### src/rtl/sreg_pkg.sv
// ---------------------------------------------------------------------------
// sreg_pkg
// Shared constants and the controller state type for the pixel shift
// register master. SREG_W is the default register length (must be even);
// SREG_HALF is the spacing between the two readout taps; SREG_CNT_W sizes
// the bit counter so it can reach SREG_W-2.
// ---------------------------------------------------------------------------
package sreg_pkg;

    localparam int SREG_W     = 42;
    localparam int SREG_HALF  = SREG_W / 2;
    localparam int SREG_CNT_W = $clog2(SREG_W);

    typedef enum logic [2:0] {
        IDLE      = 3'd0,
        LOAD      = 3'd1,
        READ      = 3'd2,
        CFG_SHIFT = 3'd3,
        CFG_WRITE = 3'd4
    } state_t;

endpackage

### src/rtl/sreg_pix_buf.sv
// ---------------------------------------------------------------------------
// sreg_pix_buf
// Single-entry valid/ready holding register for the reassembled pixel word.
// Ports:
//   sclk, rst_n  clock and synchronous active-low reset
//   i_load       capture i_data and raise o_valid (only issued while empty)
//   i_data       reassembled pixel word
//   i_ready      consumer accepts the held word
//   o_valid      a word is held
//   o_data       the held word, stable while o_valid is high
// ---------------------------------------------------------------------------
module sreg_pix_buf
    import sreg_pkg::*;
#(
    parameter int W = SREG_W
) (
    input  logic         sclk,
    input  logic         rst_n,
    input  logic         i_load,
    input  logic [W-1:0] i_data,
    input  logic         i_ready,
    output logic         o_valid,
    output logic [W-1:0] o_data
);

    logic         r_valid;
    logic [W-1:0] r_data;

    // The controller never loads while a word is held, so a load and a pop
    // cannot collide; a pop with nothing held simply leaves the entry empty.
    always_ff @(posedge sclk) begin
        if (!rst_n) begin
            r_valid <= 1'b0;
            r_data  <= '0;
        end else if (i_load) begin
            r_valid <= 1'b1;
            r_data  <= i_data;
        end else if (r_valid && i_ready) begin
            r_valid <= 1'b0;
        end
    end

    assign o_valid = r_valid;
    assign o_data  = r_data;

endmodule

### src/rtl/sreg_ctrl.sv
// ---------------------------------------------------------------------------
// sreg_ctrl
// Controller-side master for the pixel shift register. Serializes a config
// word MSB first and commits it with one write_cfg strobe, and reads the
// pixel word back in parallel over the two taps, reassembling it into a
// single-entry output buffer.
// Ports:
//   sclk, rst_n              shared clock, synchronous active-low reset
//   cfg_valid/cfg_ready      config handshake, cfg_data is the word
//   rd_req                   level request for one pixel readout
//   busy                     controller not in IDLE
//   pix_valid/pix_ready      output handshake, pix_data is the word
//   shift, serial_in         register shift enable and serial data
//   write_cfg                register config commit strobe
//   sreg_out                 taps: [1] = bit W-1, [0] = bit HALF-1
// Requires W even and at least 4.
// ---------------------------------------------------------------------------
module sreg_ctrl
    import sreg_pkg::*;
#(
    parameter int W = SREG_W
) (
    input  logic         sclk,
    input  logic         rst_n,
    input  logic         cfg_valid,
    output logic         cfg_ready,
    input  logic [W-1:0] cfg_data,
    input  logic         rd_req,
    output logic         busy,
    output logic         pix_valid,
    input  logic         pix_ready,
    output logic [W-1:0] pix_data,
    output logic         shift,
    output logic         serial_in,
    output logic         write_cfg,
    input  logic [1:0]   sreg_out
);

    localparam int HALF = W / 2;
    localparam int CW   = $clog2(W);
    localparam logic [CW-1:0] CNT_CFG_LAST = CW'(W - 2);
    localparam logic [CW-1:0] CNT_RD_LAST  = CW'(HALF - 1);

    state_t          r_state;
    state_t          w_state_next;
    logic [CW-1:0]   r_cnt;
    logic [W-1:0]    r_cfg_buf;
    logic [HALF-2:0] r_hi;
    logic [HALF-2:0] r_lo;
    logic            w_cfg_accept;
    logic            w_rd_accept;
    logic            w_rd_done;
    logic            w_pix_valid;
    logic [W-1:0]    w_pix_word;

    assign cfg_ready    = (r_state == IDLE) && rst_n;
    assign w_cfg_accept = cfg_valid && cfg_ready;
    assign w_rd_accept  = (r_state == IDLE) && rd_req && !w_pix_valid;
    assign w_rd_done    = (r_state == READ) && (r_cnt == CNT_RD_LAST);

    // Next-state decode. Config wins over a readout request in IDLE; a held
    // rd_req is picked up on the IDLE cycle after the config commits.
    always_comb begin
        w_state_next = r_state;
        case (r_state)
            IDLE: begin
                if (w_cfg_accept) begin
                    w_state_next = CFG_SHIFT;
                end else if (w_rd_accept) begin
                    w_state_next = LOAD;
                end
            end
            LOAD:      w_state_next = READ;
            READ:      if (r_cnt == CNT_RD_LAST)  w_state_next = IDLE;
            CFG_SHIFT: if (r_cnt == CNT_CFG_LAST) w_state_next = CFG_WRITE;
            CFG_WRITE: w_state_next = IDLE;
            default:   w_state_next = IDLE;
        endcase
    end

    // State and bit counter. The counter restarts on every state entry and
    // only advances in the two multi-cycle states.
    always_ff @(posedge sclk) begin
        if (!rst_n) begin
            r_state <= IDLE;
            r_cnt   <= '0;
        end else begin
            r_state <= w_state_next;
            if ((w_state_next != r_state) ||
                !((r_state == READ) || (r_state == CFG_SHIFT))) begin
                r_cnt <= '0;
            end else begin
                r_cnt <= r_cnt + CW'(1);
            end
        end
    end

    // Config shifter: the MSB always drives serial_in, so shifting left once
    // per CFG_SHIFT cycle leaves cfg[0] at the top for the CFG_WRITE cycle.
    always_ff @(posedge sclk) begin
        if (!rst_n) begin
            r_cfg_buf <= '0;
        end else if (w_cfg_accept) begin
            r_cfg_buf <= cfg_data;
        end else if (r_state == CFG_SHIFT) begin
            r_cfg_buf <= {r_cfg_buf[W-2:0], 1'b0};
        end
    end

    // Deserializer: each READ edge samples both taps before the register
    // shifts. The earliest sample ends up at the top of each half, and the
    // final edge's samples are merged straight into the buffered word.
    always_ff @(posedge sclk) begin
        if (!rst_n) begin
            r_hi <= '0;
            r_lo <= '0;
        end else if (r_state == READ) begin
            r_hi <= (r_hi << 1) | (HALF-1)'(sreg_out[1]);
            r_lo <= (r_lo << 1) | (HALF-1)'(sreg_out[0]);
        end
    end

    assign w_pix_word = {r_hi, sreg_out[1], r_lo, sreg_out[0]};

    sreg_pix_buf #(.W(W)) u_pix_buf (
        .sclk    (sclk),
        .rst_n   (rst_n),
        .i_load  (w_rd_done),
        .i_data  (w_pix_word),
        .i_ready (pix_ready),
        .o_valid (w_pix_valid),
        .o_data  (pix_data)
    );

    assign pix_valid = w_pix_valid;
    assign busy      = (r_state != IDLE);
    assign shift     = (r_state == READ) || (r_state == CFG_SHIFT);
    assign write_cfg = (r_state == CFG_WRITE);
    assign serial_in = ((r_state == CFG_SHIFT) || (r_state == CFG_WRITE)) && r_cfg_buf[W-1];

endmodule

### config.mk
export PLATFORM = sky130hd
export DESIGN_NAME = sreg_ctrl
export DESIGN_NICKNAME = d
export VERILOG_FILES = /design/src/rtl/sreg_pkg.sv /design/src/rtl/sreg_pix_buf.sv /design/src/rtl/sreg_ctrl.sv
export SDC_FILE = /design/constraint.sdc
export NUM_CORES = 1
export LEC_CHECK = 0
export CAP_MARGIN = 20
export CORE_ASPECT_RATIO = 0.5
export CORE_MARGIN = 2
export CORE_UTILIZATION = 54
export CTS_BUF_LIST = sky130_fd_sc_hd__clkbuf_8
export CTS_CLUSTER_SIZE = 10
export DETAILED_ROUTE_END_ITERATION = 8
export HOLD_SLACK_MARGIN = 0.12
export PLACE_DENSITY = 0.83
export SYNTH_ARGS = -nofsm -noshare
export SYNTH_HDL_FRONTEND = slang
export SYNTH_SLANG_ARGS = --single-unit
### constraint.sdc
create_clock -name sclk -period 1.9 [get_ports sclk]
set_input_delay 0.19 -clock sclk [delete_from_list [all_inputs] [get_ports sclk]]
set_output_delay 0.19 -clock sclk [all_outputs]
set_load 0.02 [all_outputs]
* After elaboration in Yosys (flattened, before gate mapping)
Cells that the tools add are included.
Cells by class: add/sub/neg operators 1, multiply operators 0, divide/modulo/power cells 0, magnitude comparators 0, equality and inequality tests 7, shifts and indexed selects 0, multiplexer cells 9, bitwise operators 3, reductions and logical operators 17
Operators by type and width (count):
- 42-bit 2-to-1 mux | 2
- 20-bit by 1-bit OR with 20-bit output | 2
- 3-bit 2-to-1 mux | 4
- 3-bit one-hot mux with 4 select lines | 1
- 1-bit logical AND | 7
- 6-bit by 1-bit adder with 6-bit output, second input constant | 1
- 3-bit by 2-bit == test with 1-bit output, second input constant | 2
- 6-bit by 5-bit == test with 1-bit output, second input constant | 1
- 6-bit == test, second input constant | 1
- 2-bit nonzero test | 2
- 3-bit by 1-bit == test with 1-bit output, second input constant | 1
- 3-bit == test, second input constant | 1
- 3-bit logical NOT | 1
- 1-bit logical OR | 3
- 3-bit inequality test | 1
- 3-bit nonzero test | 1
- 1-bit logical NOT | 2
- 1-bit 2-to-1 mux | 2
- 2-bit OR reduction | 1
- 1-bit NOT | 1
Storage, ports and cells: register bits 134, latch bits 0, memory bits (writable) 0, ROM bits 0, memories kept 0

* Logic depth before layout (Yosys ltp)
depth after elaboration 9, gate-level depth with buffers 8, gate-level depth less buffers 5

* Modules after synthesis
From an unflattened synthesis, not the netlist that was laid out.
Second synthesis, totals: cell total of the unflattened synthesis 556, area, all modules 5421.4 sq um
Modules (own cells, without submodules):
- sreg_ctrl | instances 1, cells each 418, area each 3757.4 sq um, seq. area each 1821.7 sq um
- sreg_pix_buf | instances 1, cells each 138, area each 1664.1 sq um, seq. area each 860.8 sq um

* Worst setup path after synthesis
No wires, ideal clock.
path kind reg2reg, start register r_state[1], end register u_pix_buf.r_data[10], in the netlist u_pix_buf.o_data[10], setup time 72 ps, data arrival time 1675 ps, required time 1828 ps, slack 154 ps, stages on the path, launching flop included 8, buffers on the path 4, period minus slack after synthesis 1746 ps, cell sequence dfxtp_1 clkbuf_2 or3b_2 clkbuf_1 nor3_1 buf_4 buf_6 mux2i_1
Between the ends: longest elaborated chain between the ends 2
RTL lines:
- from (decl) | line sreg_ctrl.sv:44 | state_t r_state;
- from (signal assigned) | line sreg_ctrl.sv:88 | r_state <= w_state_next;
- 3-bit by 2-bit == test with 1-bit output | line sreg_ctrl.sv:59 | assign w_rd_done = (r_state == READ) && (r_cnt == CNT_RD_LAST);
- 1-bit logical AND | line sreg_ctrl.sv:59
- to (signal assigned) | line sreg_pix_buf.sv:37 | r_data <= i_data;
- to (decl) | line sreg_pix_buf.sv:27 | logic [W-1:0] r_data;
Every way passes these cells. A chain may end at the register's enable or synchronous reset.

* Worst setup path in the final report
start register r_state[0], end output port busy
Between the ends: longest elaborated chain between the ends 1
RTL lines:
- 3-bit nonzero test | line sreg_ctrl.sv:136 | assign busy = (r_state != IDLE);
- to (decl) | line sreg_ctrl.sv:29 | output logic busy,
Every way passes these cells.

==> metrics.txt <==
status finished clean; LEAKAGE 2.24 nW; Avg WL per Cell 14.1 um; cts bufs inserted 17; clock transition at the registers of the reported paths 0.08 ns; end of the critical path busy; final hold slack 0.344 ns; crit end category primary output; vias in the first global route 4503; antenna diode count 0; global route overflow 0; Initial Util 56.4%; Vias/cell 5.45; Tmin final 1.84 ns; Num Clock Sinks 134; synthesized net count 703; Reg-to-Reg Start r_cnt[3]$_SDFF_PP0_; Max Slew Vio Count 0; Pwr Total 0.00584 W; PortBufs 96; row cnt 25; clock buffer depth 2; Die X 146 um; routability cong. 0.844; initial drt markers 314; setup TNS 0 ns; skew final 0.0171 ns; met3 Use GR 6.73%; Cell Area, Synth 0.00542 mm^2; sequential element share of the synthesized area 49.5%; CP Max Fanout 9; register bit total from synthesis 134; final antenna-violating net count 0; Final #Nets 786; VDD IR-drop max 0.501 mV; root buf cell clkbuf_8; Setup-failing EPs final 0; Layout Area Growth over Synthesis 27.8%; grt met1 use 28.2%; GRT Total Usage 23.2%; Max transition margin 67.6%; Critical Path Source Type flop; fmax 542 MHz; GR peak layer met2; layout cell share with drive strength beyond 1 8.82%; worst-margin pin slew 0.485 ns; dpl hpwl 7710 um; top cell type's share of synthesized area 49.5%; CTS tree yes; CTS Hold Bufs 0; FF-to-FF setup slack 0.09 ns; IO Pins 97; YS warnings 0; Hold Vio Cnt, Final 0; core area 0.00960 mm^2; M2 GR Usage 40.1%; Yosys cell types 37; chip height 74.8 um; synth top area cells dfxtp_1 (50%), nand2_1 (17%), mux2i_1 (7.8%), a311oi_1 (6.5%), nor3_1 (4.2%); Area after DPL 0.00648 mm^2; fill count 768; placed cell count 848; WP data arrival 1.65 ns; Reg2Reg Depth 5; Die ar. 0.0109 mm^2; Worst Hold Class input port to flop; H-tree Lvls 4; Synth Instances 652; pwr/cell area 844 mW/mm^2; final worst-path cycle share 97.0%; Total Wirelength 12400 um; post-route cell area 0.00693 mm^2; syn_area_per_cell 8.31 um^2; Max-Cap Viols 0; largest net degree at the start of global routing 59; cell taking the most area after synthesis dfxtp_1; first-pass GRT wire length 20400 um; vias 4811; RR Endpoint u_pix_buf.o_data[29]$_SDFFE_PN0P_; antenna violations before repair 0; required time of the critical path 1.71 ns; Crit. Startpoint r_state[0]$_SDFF_PN0_; Finished Layout Cells 883; DRC errors left 0; DRT Pass-1 Iters 5; worst-skew pair later-pin latency 0.45 ns; CP Class flop to primary output
logic make-up (layout without fill, tap and decap cells):
kind of cell             Yosys count  in the layout  synth area share, %
flip-flops                       134            134                 49.5
AND/OR/NAND/NOR                  310            310                 23.8
multiplexers                      42             42                 7.76
XOR/XNOR                           3              3                0.485
AO/OA/AOI/OAI                     98             98                 12.4
adder cells (fa/ha/maj)            2              2                0.462
buffers and inverters             63            159                 5.61
registers in the layout, indices dropped and copies added (netlist names):
register           count
r_cfg_buf             42
r_cnt                  6
r_hi                  20
r_lo                  20
r_state                3
u_pix_buf.o_data      42
u_pix_buf.o_valid      1
cell usage after synthesis:
library cell,instances
nand2_1,245
dfxtp_1,134
nor3_1,45
a21oi_1,44
clkbuf_1,44
mux2i_1,42
a311oi_1,40
buf_6,7
buf_2,4
inv_1,4
nand3_1,4
o211ai_1,4
nor3b_1,3
o21ai_0,3
a32oi_1,2
ha_1,2
nor2b_1,2
o21a_1,2
or3_1,2
xor2_1,2
a211oi_1,1
a21o_1,1
and3b_1,1
buf_4,1
clkbuf_2,1
clkinv_1,1
clkinv_4,1
nand2_2,1
nand2b_1,1
nand3b_1,1
nand4bb_1,1
nor4_1,1
o21bai_1,1
or3b_2,1
or4b_1,1
or4bb_1,1
xnor2_1,1
timing repair:
action | 4_1_cts | 5_1_grt
pin swaps | 0 | 1
setup buffers | 0 | 1
cloned | 0 | 2
resized for setup | 8 | 8
setup endpoints to repair | 5 | 36
layer usage:
metal / routed length [um] / part of all wire [%]
met2: 5860 / 47
met1: 5600 / 45
met3: 750 / 6.0
met5: 0 / 0
met4: 219 / 1.8
how the worst min path moves through the flow:
stage | depth (start not counted) | start | endpoint | slack [ns]
after floorplan | 2 | sreg_out[1] | r_hi[0]$_SDFFE_PN0P_ | 0.33
after global placement | 2 | u_pix_buf.o_data[27]$_SDFFE_PN0P_ | u_pix_buf.o_data[27]$_SDFFE_PN0P_ | 0.44
after detailed placement | 2 | u_pix_buf.o_data[14]$_SDFFE_PN0P_ | u_pix_buf.o_data[14]$_SDFFE_PN0P_ | 0.45
after CTS | 3 | rst_n | u_pix_buf.o_valid$_SDFFE_PN0P_ | 0.33
after global routing | 3 | sreg_out[1] | r_hi[0]$_SDFFE_PN0P_ | 0.36
final | 3 | sreg_out[1] | r_hi[0]$_SDFFE_PN0P_ | 0.34
cells in the final DEF (no fill, tap or decap), drive strengths merged, types with 7 or more instances in the layout:
cell type | Yosys | routed
nand2 | 246 | 246
dfxtp | 134 | 134
clkdlybuf4s50 | 0 | 90
nor3 | 45 | 45
a21oi | 44 | 44
mux2i | 42 | 42
a311oi | 40 | 40
buf | 12 | 25
clkbuf | 45 | 22
clkinv | 2 | 7
report_power, final:
| group | switching [W] | internal [W] |
|---|---|---|
| Combinational | 0.000370 | 0.000246 |
| Clock | 0.00110 | 0.00117 |
| Sequential | 0.0000514 | 0.00290 |
final cells by class:
type                       count  area, um^2  share of cell area [%]
timing repair buffer         121        1200                    17.3
sequential                   134        2680                    38.7
clock inverter                11         100                    1.45
tap                          135         169                    2.44
clock buffer                  21         289                    4.17
multi-input combinational    455        2460                    35.5
inverter                       6        27.5                   0.397
critical path, stage by stage, from the launching register on:
cell and delay [ns]:
dfxtp_1 0.32, buf_4 0.16, or3_1 0.43, clkdlybuf4s15_1 0.31
stage by stage:
stage / setup slack (ns) / util [%]
2_1_floorplan: 0.154 / -
3_3_place_gp: 0.129 / 67.5
3_5_place_dp: 0.0269 / 67.5
4_1_cts: 0.00952 / 71.5
5_1_grt: -0.000181 / 72.1
6_report: 0.0565 / 72.1
(Power assumes the default switching activity.)
==> edit 1: new RTL, config.mk and constraints unchanged <==
The 5 states of `state_t` get a Gray code encoding in 3 bits.
--- a/src/rtl/sreg_pkg.sv
+++ b/src/rtl/sreg_pkg.sv
@@ -12,11 +12,11 @@
     localparam int SREG_CNT_W = $clog2(SREG_W);
 
     typedef enum logic [2:0] {
-        IDLE      = 3'd0,
-        LOAD      = 3'd1,
-        READ      = 3'd2,
-        CFG_SHIFT = 3'd3,
-        CFG_WRITE = 3'd4
+        IDLE      = 3'b000,
+        LOAD      = 3'b001,
+        READ      = 3'b011,
+        CFG_SHIFT = 3'b010,
+        CFG_WRITE = 3'b110
     } state_t;
 
 endpackage
Function: no difference found for any inputs over 10 cycles, from zero or initial values and one cycle with rst_n low; not proved beyond that.
==> edit 1 against the original RTL <==
- total power is 6.0% lower
- largest cell class unchanged
- global-route usage shrank 0.46 points
- worst setup slack gained 0.047 ns
- synthesized cell count grew 0.46%
- sequential cell count unchanged
- first-iteration DRC count up 8.9%
- area after synthesis is 1.0% higher
- final area decreased by 0.90%
- wire length fell by 2.9%
- combinational power is 16% lower
==> edit 1: results (changes against the original RTL) <==
Syn Inst Count 655 (+0.46%); GRT Total Usage 0.228 (-0.00455); wire length on met1 5310 um (-5.3%); CP peak stage delay 0.36 ns (-0.07 ns); peak supply drop 0.507 mV (+1.3%); Leakage 2.18 nW (-2.6%); vias in the first global route 4,409 (-2.1%); Syn Nets 706 (+0.43%); first-pass GRT wire length 20,000 um (-2.0%); wire per inst 13.7 um (-2.5%); top_reg_cell synth dfxtp_1; initial DRC count 342 (+8.9%); Clock Skew 0.0120 ns (-0.00515 ns); # diodes 0 (unchanged); post-synth cell types 39 (+5.4%); post-cts sizing count 7 (-1); Seq/Total Area, Yosys 0.490 (-0.00509); pin count of the biggest net entering global routing 69 (+17%); status completed; main area contributors after synthesis dfxtp_1, nand2_1, mux2i_1, a311oi_1, a21oi_1; Arr. time, crit path 1.61 ns (-0.04 ns); GPL Wtd Cong 0.806 (-4.5%); DR vias/cell 5.49 (+0.71%); hpwl dp 7570 um (-1.8%); routed wire length 12,100 um (-2.9%); clock transition at the registers of the reported paths 0.08 ns (about the same); metal2 WL 5930 um (+1.2%); top post-synthesis cells by count nand2_1, dfxtp_1, a21oi_1, clkbuf_1; NumNets Final 782 (-0.51%); Placed Cells 847 (-0.12%); share of cells above drive strength 1 0.0914 (+0.00316); worst slew pin tran 0.648 ns (+0.163 ns); crit-path max FO 11 (+2); critical path's slowest cell or3_1; Placed Area 6530 sq um (+0.79%); pre-CTS setup slack 0.134 ns (+0.107 ns); Met3 Routed Length 606 um (-19%)
[edit 1: cells by family (layout without fill, tap and decap cells)]
kind of cell / count (synthesis) / after routing / synth area share
AO/OA/AOI/OAI: 94 / 94 / 0.129
XOR/XNOR: 3 / 3 / 0.00480
adder cells (fa/ha/maj): 2 / 2 / 0.00457
buffers and inverters: 64 / 153 / 0.0519
flip-flops: 134 / 134 / 0.490
multiplexers: 42 / 42 / 0.0768
AND/OR/NAND/NOR: 316 / 316 / 0.243
[edit 1: final timing paths]
check                                                        from                           endpoint  slack, ns  depth (start not counted)
worst min-delay path                                        rst_n     u_pix_buf.o_valid$_SDFFE_PN0P_       0.31                          3
worst max register to register              r_state[0]$_SDFF_PN0_         r_cfg_buf[32]$_SDFFE_PN0P_       0.23                          6
worst min register to register  u_pix_buf.o_data[27]$_SDFFE_PN0P_  u_pix_buf.o_data[27]$_SDFFE_PN0P_       0.46                          2
worst max-delay path                        r_state[0]$_SDFF_PN0_                               busy       0.10                          3
[edit 1: power breakdown]
part	internal, W	switching (W)	total, W
Sequential	0.00288	0.0000410	0.00292
Clock	0.000903	0.00115	0.00206
Combinational	0.000216	0.000301	0.000517
[edit 1: area by class of cell]
class	instances	area, sq um
clock inverters	15	105
flip-flops and latches	134	2680
multi-input cells	457	2520
well taps	135	169
clock buffers	17	234
repair buffers	115	1130
inverters	6	23.8
fillers	806	2770
[edit 1: tightest hold or removal path, cell delays in order]
cell,delay [ns]
buf_2,0.12
buf_4,0.25
o21a_1,0.14
[edit 1: routing by layer]
layer | vias up | GRT usage
met4 | 0 | 0.0798
met3 | 24 | 0.0691
met1 | 2271 | 0.268
met5 | - | 0
met2 | 134 | 0.410
li1 | 2394 | -
==> edit 2: new RTL, same flow settings <==
Made on the original files. The package constant `SREG_W` goes from 42 to 38.
--- a/src/rtl/sreg_pkg.sv
+++ b/src/rtl/sreg_pkg.sv
@@ -7,7 +7,7 @@
 // ---------------------------------------------------------------------------
 package sreg_pkg;
 
-    localparam int SREG_W     = 42;
+    localparam int SREG_W     = 38;
     localparam int SREG_HALF  = SREG_W / 2;
     localparam int SREG_CNT_W = $clog2(SREG_W);
 
Interface: changed (resized cfg_data and pix_data); port bits go from 97 to 89. No check against the original RTL was run, so the function may have changed too.
==> edit 2 against the original RTL <==
- maximum frequency hardly changed
- area after synthesis is 9.1% lower
- sequential cell count is 12 lower
- wire length is 15% lower
- synthesized cell count is 9.4% lower
- non-clock buffer count is 13 lower
- final area is 7.9% lower
- final cell count is 9.6% lower
- worst setup slack hardly changed
- total power is 8.1% higher
- highest routed layer unchanged
==> edit 2: results (changes against the original RTL) <==
status completed; mux cell area share after synthesis 0.0773 (-0.000343); share of cells above drive strength 1 0.0837 (-0.00453); fill count 663 (-14%); Layout Cells excl Fill 798 (-9.6%); WHS Endpoint u_pix_buf.o_valid$_SDFFE_PN0P_; switching part of the total 0.265 (+0.00410); peak supply drop 0.661 mV (+32%); drt pass-1 iters 4 (-1); top post-synthesis cells by count nand2_1, dfxtp_1, a21oi_1; GPL Wtd Cong 0.791 (-6.4%); # port buffers 88 (-8.3%); Placed Cells 766 (-9.7%); met1 usage 0.290 (+0.00835); Fin Hold WS 0.305 ns (-0.0392 ns); register share of total power 0.439 (-0.066); routing usage on met3 0.0635 (-0.00377); wire length on met1 4950 um (-12%); Syn Inst Count 591 (-9.4%); Syn Nets 639 (-9.1%); DR vias/cell 5.33 (-2.2%); xor/xnor share of the synthesized area 0.00534 (+0.000487); metal2 WL 4990 um (-15%); max_slew headroom 0.634 (-0.0415); seq pwr 0.00278 W (-6%); Clk. pwr 0.00265 W (+16%); NumNets Final 716 (-8.9%); wire per inst 13.3 um (-5.5%); Leakage 2.09 nW (-6.8%); start of the worst register-to-register path r_state[1]$_SDFF_PN0_; Synth Area in Compound Gates 0.130 (+0.00658); vias in the first global route 4,027 (-11%)
[edit 2: cell count changes after synthesis, sizes merged, moves of 2 or more]
cell    change
nor3        -9
dfxtp      -12
clkinv      -2
o211ai      +2
nand2      -26
a311oi      -5
clkbuf      -6
mux2i       -4
[edit 2: timing repair]
action	CTS	global route
cloned	0	0
resized for setup	8	2
setup endpoints to repair	5	2
hold endpoints to repair	0	0
[edit 2: area by class of cell]
type                            instances  area (sq um)  share of cell area
Sequential cell                       122          2440               0.383
Multi-Input combinational cell        414          2260               0.354
Timing Repair Buffer                  108          1050               0.165
Clock buffer                           19           262              0.0410
Clock inverter                         13           200              0.0314
Tap cell                              117           146              0.0229
Inverter                                5          18.8             0.00294
[edit 2: critical path, cell delays in order (launching register included)]
cell,delay [ns]
dfxtp_1,0.33
buf_4,0.16
or3_1,0.40
dlygate4sd2_1,0.34
